===== config.mk =====
export PLATFORM = sky130hd
export DESIGN_NAME = i2c_slave
export DESIGN_NICKNAME = d
export VERILOG_FILES = /design/src/rtl/i2c_pkg.sv /design/src/rtl/i2c_sync.sv /design/src/rtl/i2c_slave.sv
export SDC_FILE = /design/constraint.sdc
export NUM_CORES = 1
export LEC_CHECK = 0
export ABC_CLOCK_PERIOD_IN_PS = 2300
export BUFFER_PORTS_ARGS = -buffer_cell sky130_fd_sc_hd__buf_4
export CAP_MARGIN = 20
export CORE_ASPECT_RATIO = 2
export CORE_MARGIN = 5
export CORE_UTILIZATION = 55
export CTS_CLUSTER_DIAMETER = 150
export DETAILED_ROUTE_END_ITERATION = 10
export HOLD_SLACK_MARGIN = 0.12
export PLACE_DENSITY = 0.81
export SKIP_LAST_GASP = 1
export SLEW_MARGIN = 10
export SYNTH_ARGS = -nofsm -noshare
export SYNTH_HDL_FRONTEND = slang
export SYNTH_SLANG_ARGS = --single-unit

===== constraint.sdc =====
create_clock -name clk -period 2.3 [get_ports clk]
set_input_delay 0.575 -clock clk [delete_from_list [all_inputs] [get_ports clk]]
set_output_delay 0.575 -clock clk [all_outputs]
set_load 0.005 [all_outputs]

===== src/rtl/i2c_pkg.sv =====
// Shared I2C definitions: slave FSM states, address width and the bus-event
// classification produced from synchronized SCL/SDA edges.
package i2c_pkg;

  localparam int I2C_ADDR_WIDTH = 7;

  typedef enum logic [2:0] {
    ST_IDLE,
    ST_ADDR,
    ST_ADDR_ACK,
    ST_RX_BYTE,
    ST_RX_ACK,
    ST_TX_BYTE,
    ST_TX_ACK,
    ST_WAIT_STOP
  } i2c_slave_state_t;

  typedef enum logic [2:0] {
    CMD_NONE,
    CMD_START,
    CMD_STOP,
    CMD_RISE,
    CMD_FALL
  } i2c_cmd_t;

endpackage


===== src/rtl/i2c_sync.sv =====
// Multi-flop synchronizer for one bus line with rise/fall strobes derived
// from the synchronized previous and current levels. Idles high.
module i2c_sync #(
  parameter int SYNC_STAGES = 2
) (
  input  logic clk,
  input  logic arst_n,
  input  logic din,
  output logic level,
  output logic rise,
  output logic fall
);

  logic sync_q [SYNC_STAGES];
  logic prev_q;

  always_ff @(posedge clk or negedge arst_n) begin
    if (!arst_n) begin
      for (int i = 0; i < SYNC_STAGES; i++) sync_q[i] <= 1'b1;
      prev_q <= 1'b1;
    end else begin
      sync_q[0] <= din;
      for (int i = 1; i < SYNC_STAGES; i++) sync_q[i] <= sync_q[i-1];
      prev_q <= sync_q[SYNC_STAGES-1];
    end
  end

  assign level = sync_q[SYNC_STAGES-1];
  assign rise  = level & ~prev_q;
  assign fall  = ~level & prev_q;

endmodule


===== src/rtl/i2c_slave.sv =====
// I2C slave without clock stretching: address match, byte receive with
// rx_ready backpressure (NACK on refusal) and byte transmit with underrun fill.
module i2c_slave
  import i2c_pkg::*;
#(
  parameter int SYNC_STAGES = 2,
  parameter int ADDR_BITS   = 7
) (
  input  logic                 clk,
  input  logic                 arst_n,
  input  logic                 en,
  input  logic [ADDR_BITS-1:0] own_addr,
  input  logic                 scl_i,
  input  logic                 sda_i,
  output logic                 sda_oe,
  output logic [7:0]           rx_data,
  output logic                 rx_valid,
  input  logic                 rx_ready,
  input  logic [7:0]           tx_data,
  input  logic                 tx_valid,
  output logic                 tx_ready,
  output logic [5:0]           status
);

  logic scl, scl_rise, scl_fall;
  logic sda, sda_rise, sda_fall;

  i2c_sync #(.SYNC_STAGES(SYNC_STAGES)) u_sync_scl (
    .clk(clk), .arst_n(arst_n), .din(scl_i), .level(scl), .rise(scl_rise), .fall(scl_fall)
  );

  i2c_sync #(.SYNC_STAGES(SYNC_STAGES)) u_sync_sda (
    .clk(clk), .arst_n(arst_n), .din(sda_i), .level(sda), .rise(sda_rise), .fall(sda_fall)
  );

  i2c_slave_state_t          state_q, state_d;
  logic [7:0]                shift_q, shift_d;
  logic [2:0]                cnt_q, cnt_d;
  logic                      sda_oe_d, rx_valid_d, tx_ready_d;
  logic [7:0]                rx_data_d;
  logic                      busy_q, busy_d, addressed_q, addressed_d, rw_q, rw_d;
  logic                      ovf_q, ovf_d, unr_q, unr_d, nack_q, nack_d;
  logic                      load_tx;
  i2c_cmd_t                  cmd;
  logic [7:0]                rx_byte, tx_byte;
  logic [I2C_ADDR_WIDTH-1:0] own_match;

  assign rx_byte   = {shift_q[6:0], sda};
  assign tx_byte   = tx_valid ? tx_data : 8'hFF;
  assign own_match = I2C_ADDR_WIDTH'(own_addr);
  assign status    = {ovf_q, unr_q, nack_q, rw_q, addressed_q, busy_q};

  // Bus conditions take priority over bit processing in the same cycle.
  always_comb begin
    cmd = CMD_NONE;
    if (scl && sda_fall)      cmd = CMD_START;
    else if (scl && sda_rise) cmd = CMD_STOP;
    else if (scl_rise)        cmd = CMD_RISE;
    else if (scl_fall)        cmd = CMD_FALL;
  end

  always_comb begin
    state_d     = state_q;
    shift_d     = shift_q;
    cnt_d       = cnt_q;
    sda_oe_d    = sda_oe;
    rx_data_d   = rx_data;
    rx_valid_d  = 1'b0;
    tx_ready_d  = 1'b0;
    busy_d      = busy_q;
    addressed_d = addressed_q;
    rw_d        = rw_q;
    ovf_d       = 1'b0;
    unr_d       = 1'b0;
    nack_d      = 1'b0;
    load_tx     = 1'b0;
    if (!en) begin
      state_d     = ST_IDLE;
      shift_d     = 8'h00;
      cnt_d       = 3'd0;
      sda_oe_d    = 1'b0;
      rx_data_d   = 8'h00;
      busy_d      = 1'b0;
      addressed_d = 1'b0;
      rw_d        = 1'b0;
    end else begin
      unique case (cmd)
        CMD_START, CMD_STOP: begin
          state_d     = (cmd == CMD_START) ? ST_ADDR : ST_IDLE;
          busy_d      = (cmd == CMD_START);
          addressed_d = 1'b0;
          shift_d     = 8'h00;
          cnt_d       = 3'd0;
          sda_oe_d    = 1'b0;
        end
        CMD_RISE: begin
          case (state_q)
            ST_ADDR, ST_RX_BYTE: begin
              shift_d = rx_byte;
              cnt_d   = cnt_q + 3'd1;
              if (cnt_q == 3'd7) begin
                if (state_q == ST_ADDR) begin
                  rw_d        = rx_byte[0];
                  addressed_d = (rx_byte[7:1] == own_match);
                  state_d     = addressed_d ? ST_ADDR_ACK : ST_WAIT_STOP;
                end else if (rx_ready) begin
                  rx_data_d  = rx_byte;
                  rx_valid_d = 1'b1;
                  state_d    = ST_RX_ACK;
                end else begin
                  ovf_d   = 1'b1;
                  state_d = ST_WAIT_STOP;
                end
              end
            end
            ST_TX_BYTE: cnt_d = cnt_q + 3'd1;
            ST_TX_ACK: begin
              if (sda) begin
                nack_d  = 1'b1;
                state_d = ST_WAIT_STOP;
              end
            end
            default: ;
          endcase
        end
        CMD_FALL: begin
          case (state_q)
            // First fall asserts the ACK, the second one releases it.
            ST_ADDR_ACK, ST_RX_ACK: begin
              if (!sda_oe) begin
                sda_oe_d = 1'b1;
              end else begin
                sda_oe_d = 1'b0;
                cnt_d    = 3'd0;
                if (state_q == ST_ADDR_ACK && rw_q) load_tx = 1'b1;
                else                                state_d = ST_RX_BYTE;
              end
            end
            ST_TX_BYTE: begin
              if (cnt_q == 3'd0) begin
                sda_oe_d = 1'b0;
                state_d  = ST_TX_ACK;
              end else begin
                shift_d  = {shift_q[6:0], 1'b0};
                sda_oe_d = ~shift_q[6];
              end
            end
            // A master NACK already left TX_ACK on the rising edge.
            ST_TX_ACK: load_tx = 1'b1;
            default: ;
          endcase
        end
        default: ;
      endcase
      if (load_tx) begin
        state_d    = ST_TX_BYTE;
        shift_d    = tx_byte;
        sda_oe_d   = ~tx_byte[7];
        cnt_d      = 3'd0;
        tx_ready_d = tx_valid;
        unr_d      = ~tx_valid;
      end
    end
  end

  always_ff @(posedge clk or negedge arst_n) begin
    if (!arst_n) begin
      state_q     <= ST_IDLE;
      shift_q     <= 8'h00;
      cnt_q       <= 3'd0;
      sda_oe      <= 1'b0;
      rx_data     <= 8'h00;
      rx_valid    <= 1'b0;
      tx_ready    <= 1'b0;
      busy_q      <= 1'b0;
      addressed_q <= 1'b0;
      rw_q        <= 1'b0;
      ovf_q       <= 1'b0;
      unr_q       <= 1'b0;
      nack_q      <= 1'b0;
    end else begin
      state_q     <= state_d;
      shift_q     <= shift_d;
      cnt_q       <= cnt_d;
      sda_oe      <= sda_oe_d;
      rx_data     <= rx_data_d;
      rx_valid    <= rx_valid_d;
      tx_ready    <= tx_ready_d;
      busy_q      <= busy_d;
      addressed_q <= addressed_d;
      rw_q        <= rw_d;
      ovf_q       <= ovf_d;
      unr_q       <= unr_d;
      nack_q      <= nack_d;
    end
  end

endmodule


# Word level (Yosys, flattened, before mapping)

Cells that the tools add are included.

Register bits: 36
Latch bits: 0
Memory bits (writable): 0
Bits in read-only memories: 0
Bits of input ports: 22
Memories: 0

$add $sub $neg: 1
Multipliers: 0
Div/mod/pow operators: 0
$lt $le $gt $ge: 0
Equal/unequal tests: 38
Shift-type cells: 0
Muxes and demuxes: 80
Bitwise gates (word level): 11
Reductions and logical operators: 15

Operator list:

| kind                                                | count |
|---|---|
| 2-to-1 mux 8 bit                                    | 7 |
| 2-to-1 mux 3 bit                                    | 18 |
| 2-to-1 mux 1 bit                                    | 40 |
| 2-to-1 mux 7 bit                                    | 5 |
| case mux 7 bit (3 select lines)                     | 1 |
| != test 5 bit, second input constant                | 4 |
| case mux 3 bit (3 select lines)                     | 2 |
| != test 4 bit, second input constant                | 4 |
| AND reduction 4 bit                                 | 4 |
| equality test 3 bit, second input constant          | 5 |
| != test 5 x 4 -> 1 bit, second input constant       | 3 |
| equality test 3 x 2 -> 1 bit, second input constant | 4 |
| != test 2 x 1 -> 1 bit, second input constant       | 6 |
| case mux 3 bit (2 select lines)                     | 2 |
| != test 4 x 3 -> 1 bit, second input constant       | 2 |
| case mux 1 bit (2 select lines)                     | 4 |
| AND reduction 8 bit                                 | 1 |
| equality test 7 bit                                 | 1 |
| inverter 1 bit                                      | 7 |
| equality test 3 x 1 -> 1 bit, second input constant | 2 |
| != test 3 bit, second input constant                | 2 |
| OR reduction 2 bit                                  | 3 |
| != test 5 x 1 -> 1 bit, second input constant       | 1 |
| AND reduction 5 bit                                 | 1 |
| 11 further kinds                                    | 16 |

# Longest topological paths before layout

Word-level depth: 11
Gate-level depth with buffers: 8
Mapped depth without buffers: 7

# Modules after synthesis

A second synthesis with hierarchy kept.

Cell total of the unflattened synthesis: 190
Area total of the unflattened synthesis: 1986.9 sq um

By module, submodules not included:

| module    | instances | cells an instance | area an instance (sq um) |
|---|---|---|---|
| i2c_slave | 1         | 180               | 1799.2 |
| i2c_sync  | 2         | 5                 | 93.8 |

# Least setup slack after synthesis

No wires, ideal clock.

Path type: input to register
From: input port en
To: register state_q[0]
Arrival time: 1.951 ns
Slack: 0.222 ns
Cell stages on the path: 7
Cells stage by stage: buf_2 -> and3b_1 -> buf_2 -> nand2_1 -> o32ai_1 -> a311oi_2 -> mux2_1

Word-level cells in the longest chain between the ends: 2
Elaborated cells between the ends (all ways): 10
Classes of those cells: eq/ne (8); mux (1); reduce/logical (1)

Ends and longest elaborated chain:

| element                                                               | RTL line         | RTL |
|---|---|---|
| from (decl)                                                           | i2c_slave.sv:11  | `input logic en,` |
| != test 5 x 4 -> 1 bit (no source line), or another cell as far along | --               |  |
| AND reduction 8 bit (no source line)                                  | --               |  |
| to (signal assigned)                                                  | i2c_slave.sv:182 | `state_q <= state_d;` |
| to (decl)                                                             | i2c_slave.sv:36  | `i2c_slave_state_t state_q, state_d;` |

Several ways; a longest one is shown, not always the timed one.
A chain may end at the register's enable or synchronous reset.

# Final worst setup path

From: register u_sync_sda.prev_q
To: register state_q[2]

Word-level cells in the longest chain between the ends: 10
Elaborated cells between the ends (all ways): 26
Classes of those cells: eq/ne (12); mux (7); bitwise (3); reduce/logical (4)

Ends and longest elaborated chain:

| element                                                                         | RTL line                         | RTL |
|---|---|---|
| from (decl)                                                                     | i2c_sync.sv:15                   | `logic prev_q;` |
| from (signal assigned)                                                          | i2c_sync.sv:24                   | `prev_q <= sync_q[SYNC_STAGES-1];` |
| inverter 1 bit                                                                  | i2c_sync.sv:29                   | `assign rise = level & ~prev_q;` |
| bitwise AND 1 bit                                                               | i2c_sync.sv:29                   |  |
| logical AND 1 bit                                                               | i2c_slave.sv:57                  | `else if (scl && sda_rise) cmd = CMD_STOP;` |
| 2-to-1 mux 3 bit                                                                | i2c_slave.sv:57                  |  |
| 2-to-1 mux 3 bit (*)                                                            | i2c_slave.sv:56                  | `if (scl && sda_fall) cmd = CMD_START;` |
| equality test 3 bit, or another cell as far along                               | i2c_slave.sv:87                  | `unique case (cmd)` |
| 2-to-1 mux 1 bit / OR reduction 2 bit (equally long branches)                   | i2c_slave.sv:87                  |  |
| 2-to-1 mux 1 bit / case mux 3 bit (3 select lines) (equally long branches)      | i2c_slave.sv:77, i2c_slave.sv:87 |  |
| != test 5 x 4 -> 1 bit (no source line), or another cell as far along           | --                               |  |
| AND reduction 8 bit (no source line) / 2-to-1 mux 3 bit (equally long branches) | --                               |  |

Mark *: on every way between the ends. The rest lies on a longest branch, timed or not. The select of a mux whose other input is x is not followed.

==> Flow_metrics.wiki <==
{| class="wikitable"
! Metric !! Value
|-
| Ordered list of cells on the worst path || xor2_1 > or3_1 > o22ai_1 > a311oi_2 > mux2_1
|-
| Overflow left after global routing || 0
|-
| Fraction of the cycle the final worst path needs || about nine tenths
|-
| Area added between synthesis and finish || 21.4%
|-
| TritonCTS Buffers || 5
|-
| Die outline height || a little under 100 µm
|-
| CP arrival || about 2300 ps
|-
| HPWL Detailed || roughly 4000 µm
|-
| Part of the total power dissipated in combinational logic || about 14%
|-
| Async set-reset flop share out of synthesis || 100%
|-
| Critical path data required time || 2480 ps
|-
| Peak clock frequency supported by timing || about 480 MHz
|-
| Leakage component of the power || between 1 and 1.5 nW
|-
| Crit Path Max Fanout || 6
|-
| Via total after detailed routing || approximately 1700
|-
| Number of hold buffers added after cts || 0
|-
| Clock root buffer master || clkbuf_8
|-
| Overall power after layout || about 1.4 mW
|-
| Overall fraction of global-route tracks in use || 22.4%
|-
| Top_reg_cell synth || dfrtp_1
|-
| Detailed Routing Iterations Pass 1 || 4
|-
| Cell area reported after detailed placement || 0.00237 mm²
|-
| Effective utilization at floorplan || 56.6%
|-
| Pre-CTS WS || 203 ps
|-
| Warnings, synthesis || 0
|-
| Synth Area in Compound Gates || roughly 15%
|-
| Initial antenna violation count || 0
|-
| Share of layout cells above drive strength 1 || 27.9%
|-
| Sum of negative setup slack || 0 ps
|-
| Unrepaired setup endpoints after global routing || false
|-
| Total met2 wirelength after detailed routing || between 2000 and 3000 µm
|-
| Final worst setup slack || a little under 200 ps
|-
| Seq cells post-synth || 36
|-
| Multiplexer share of the synthesized area || 8.03%
|-
| Synthesized area divided by synthesized cell count || a little under 10 µm²
|-
| Areal power density over the cells || roughly 580 mW/mm²
|-
| Remaining antenna violation count after routing || 0
|-
| Final standard cell utilization of the core || between 60% and 70%
|-
| Ant diodes || 0
|-
| Post-Synthesis Cell Area || 0.00204 mm²
|-
| Count of final hold-check violations || 0
|-
| Count of buffers from port buffering || 38
|-
| Clock H-tree levels || 2
|-
| Xor/xnor share of the synthesized area || between 4 and 5%
|-
| Maximum Capacitance Violations || 0
|-
| Crit end category || flop
|-
| Drt via density || a little under 6
|-
| Setup Fix Bufs, Post-CTS || 0
|-
| Sequential cell fraction of total power || 47.0%
|-
| Worst hold path class || primary input to asynchronous set/reset pin
|-
| Number of clock sinks || 36
|-
| Post-synthesis simple-gate area fraction || 18.6%
|-
| Nature of the critical path startpoint || flop
|-
| Number of library cell types mapped by synthesis || 47
|-
| Highest Signal Layer || met4
|-
| DRC violation count after routing || 0
|-
| Floorplan Core Area || around 0.0036 mm²
|-
| Syn_nets || approximately 240
|-
| Met3 wire length || 162 µm
|-
| Switch Pwr || 0.367 mW
|-
| Full die area || 0.00510 mm²
|-
| IR Drop Worst-Case VDD || 0.714 mV
|-
| Wire length of the first global-routing pass || 8270 µm
|-
| Synthesized instance count || approximately 210
|-
| Routed length per instance || ~17 µm
|-
| Clock latency on the worst-skew pair || roughly 290 ps
|-
| Post-route cell area || 0.00248 mm²
|-
| Share of the yosys chip area belonging to registers || approximately 45%
|-
| Via count of the first global-routing pass || around 1700
|-
| Die width || 53.1 µm
|-
| Cell with the biggest individual delay on the critical path || dfstp_2
|-
| Final non-filler cell total || 300
|-
| Clock tree from TritonCTS || built
|-
| Worst-margin pin slew || approximately 450 ps
|-
| Count of instances resized after the clock tree is built || 0
|-
| Largest family of logic cells by synthesized area || simple AND/OR/NAND/NOR gates
|-
| Violation count after the first detailed-route iteration || 39
|-
| Row cnt || 31
|-
| Io pins || 39
|-
| Skew final || approximately 7.2 ps
|-
| Worst hold slack || 230 ps
|-
| Placed Cells || 292
|-
| Final Slew Violations || 0
|-
| Outcome || complete, no violations
|-
| Largest net degree at the start of global routing || 37
|-
| DRT Wirelength || 5110 µm
|-
| Register clock-pin slew on the reported worst setup and hold paths || about 80 ps
|-
| Switch share || between 20% and 30%
|-
| Clock group share of total power || around 40%
|-
| CP Class || flop to flop
|-
| Worst slew margin relative to its limit || between 60% and 70%
|-
| Number of synthesized flops with an enable pin || 0
|-
| Final setup violation count || 0
|-
| Pint || 1.06 mW
|-
| Worst stage delay on the critical path || roughly 600 ps
|-
| Routability congestion estimate || ~0.9
|-
| Maximum buffer depth of the clock tree || 2
|-
| Post-route minimum period || approximately 2100 ps
|-
| Adder-cell share of the synthesized area || 1.84%
|-
| WL met1 || 1770 µm
|-
| Layout Nets || around 280
|}
cell type report:
| cell class | instances | area [µm²] |
|---|---|---|
| Clock inverter | 3 | 42.5 |
| Timing Repair Buffer | 51 | 383 |
| Sequential cell | 36 | 908 |
| Fill cell | 296 | 1130 |
| Multi-Input combinational cell | 148 | 983 |
| Clock buffer | 5 | 68.8 |
| Tap cell | 49 | 61.3 |
| Inverter | 8 | 30.0 |
critical path: cells and delay by family, from the launching register on:
kind                      cells  cell delay (ps)
DFF                           1              600
AOI/OAI and AO/OA             2              540
muxes                         1              360
and+or+nand+nor               1              280
xor gates and xnor gates      1              210
power by group through the flow:
stage / sequential [mW] / combinational, mW / clock (mW)
after CTS: 0.673 / 0.203 / 0.562
final: 0.672 / 0.202 / 0.556
after floorplan: 0.673 / 0.127 / 0
after detailed placement: 0.685 / 0.202 / 0
after global routing: 0.676 / 0.220 / 0.588
after global placement: 0.683 / 0.201 / 0
Yosys cell counts, types with 5 or more instances:
cell	number	area (µm²)
a21oi_1	11	55.1
buf_2	5	25.0
buf_4	7	52.6
clkbuf_1	5	18.8
dfrtp_1	30	751
dfstp_2	6	158
inv_1	8	30.0
mux2i_1	13	130
nand2_1	18	67.6
nand2b_1	5	31.3
nand3b_1	7	52.6
nor2_1	16	60.1
nor3_1	7	35.0
o21ai_0	13	65.1
o31ai_1	6	45.0
xor2_1	8	70.1
path summary, 6_finish.rpt:
kind,slack [ps],startpoint,cells past startpoint,end
worst max-delay path,200,u_sync_sda.prev_q,5,state_q[2]
worst min-delay path,230,arst_n,1,addressed_q
max in group asynchronous,1730,arst_n,1,u_sync_sda.level
min in group clk,360,u_sync_sda.sync_q[1],0,u_sync_sda.level
worst max register to register,200,u_sync_sda.prev_q,5,state_q[2]
worst min register to register,360,u_sync_sda.sync_q[1],0,u_sync_sda.level
routing by layer:
| layer | global-route usage [%] | vias to the layer above |
|---|---|---|
| met2 | 41.3 | 51 |
| li1 | - | 813 |
| met3 | 2.33 | 16 |
| met4 | 13.9 | 0 |
| met5 | 0 | - |
| met1 | 23.0 | 860 |
flip-flops by register name, summed over array words and instances (netlist names):
register / cells
shift_q: 7
rx_data: 8
rw_q: 1
busy_q: 1
u_sync_scl.level: 1
addressed_q: 1
u_sync_scl.sync_q: 1
u_sync_scl.prev_q: 1
unr_q: 1
u_sync_sda.sync_q: 1
state_q: 3
sda_oe: 1
ovf_q: 1
nack_q: 1
cnt_q: 3
tx_ready: 1
u_sync_sda.level: 1
rx_valid: 1
u_sync_sda.prev_q: 1
cell usage in the layout (no fill, tap or decap), types with 2 or more instances in the layout:
cell,netlist,final
buf_4,7,51
dfrtp_1,30,30
nand2_1,18,18
nor2_1,16,16
o21ai_0,13,13
mux2i_1,13,13
a21oi_1,11,11
inv_1,8,8
xor2_1,8,8
nand3b_1,7,7
nor3_1,7,7
o31ai_1,6,6
dfstp_2,6,6
nand2b_1,5,5
clkbuf_8,0,5
nor4_1,4,4
nand3_1,4,4
o22ai_1,3,3
ha_1,3,3
and3b_1,2,2
a31oi_1,2,2
mux2_1,2,2
o211a_1,2,2
kinds of logic (layout without fill, tap and decap cells):
family,Yosys count,in the layout
DFF,36,36
and+or+nand+nor,72,72
AOI/OAI and AO/OA,47,47
adders and majority gates,3,3
muxes,16,16
xor gates and xnor gates,10,10
buffers and inverters,27,67
Power figures use the tool's default switching activity.
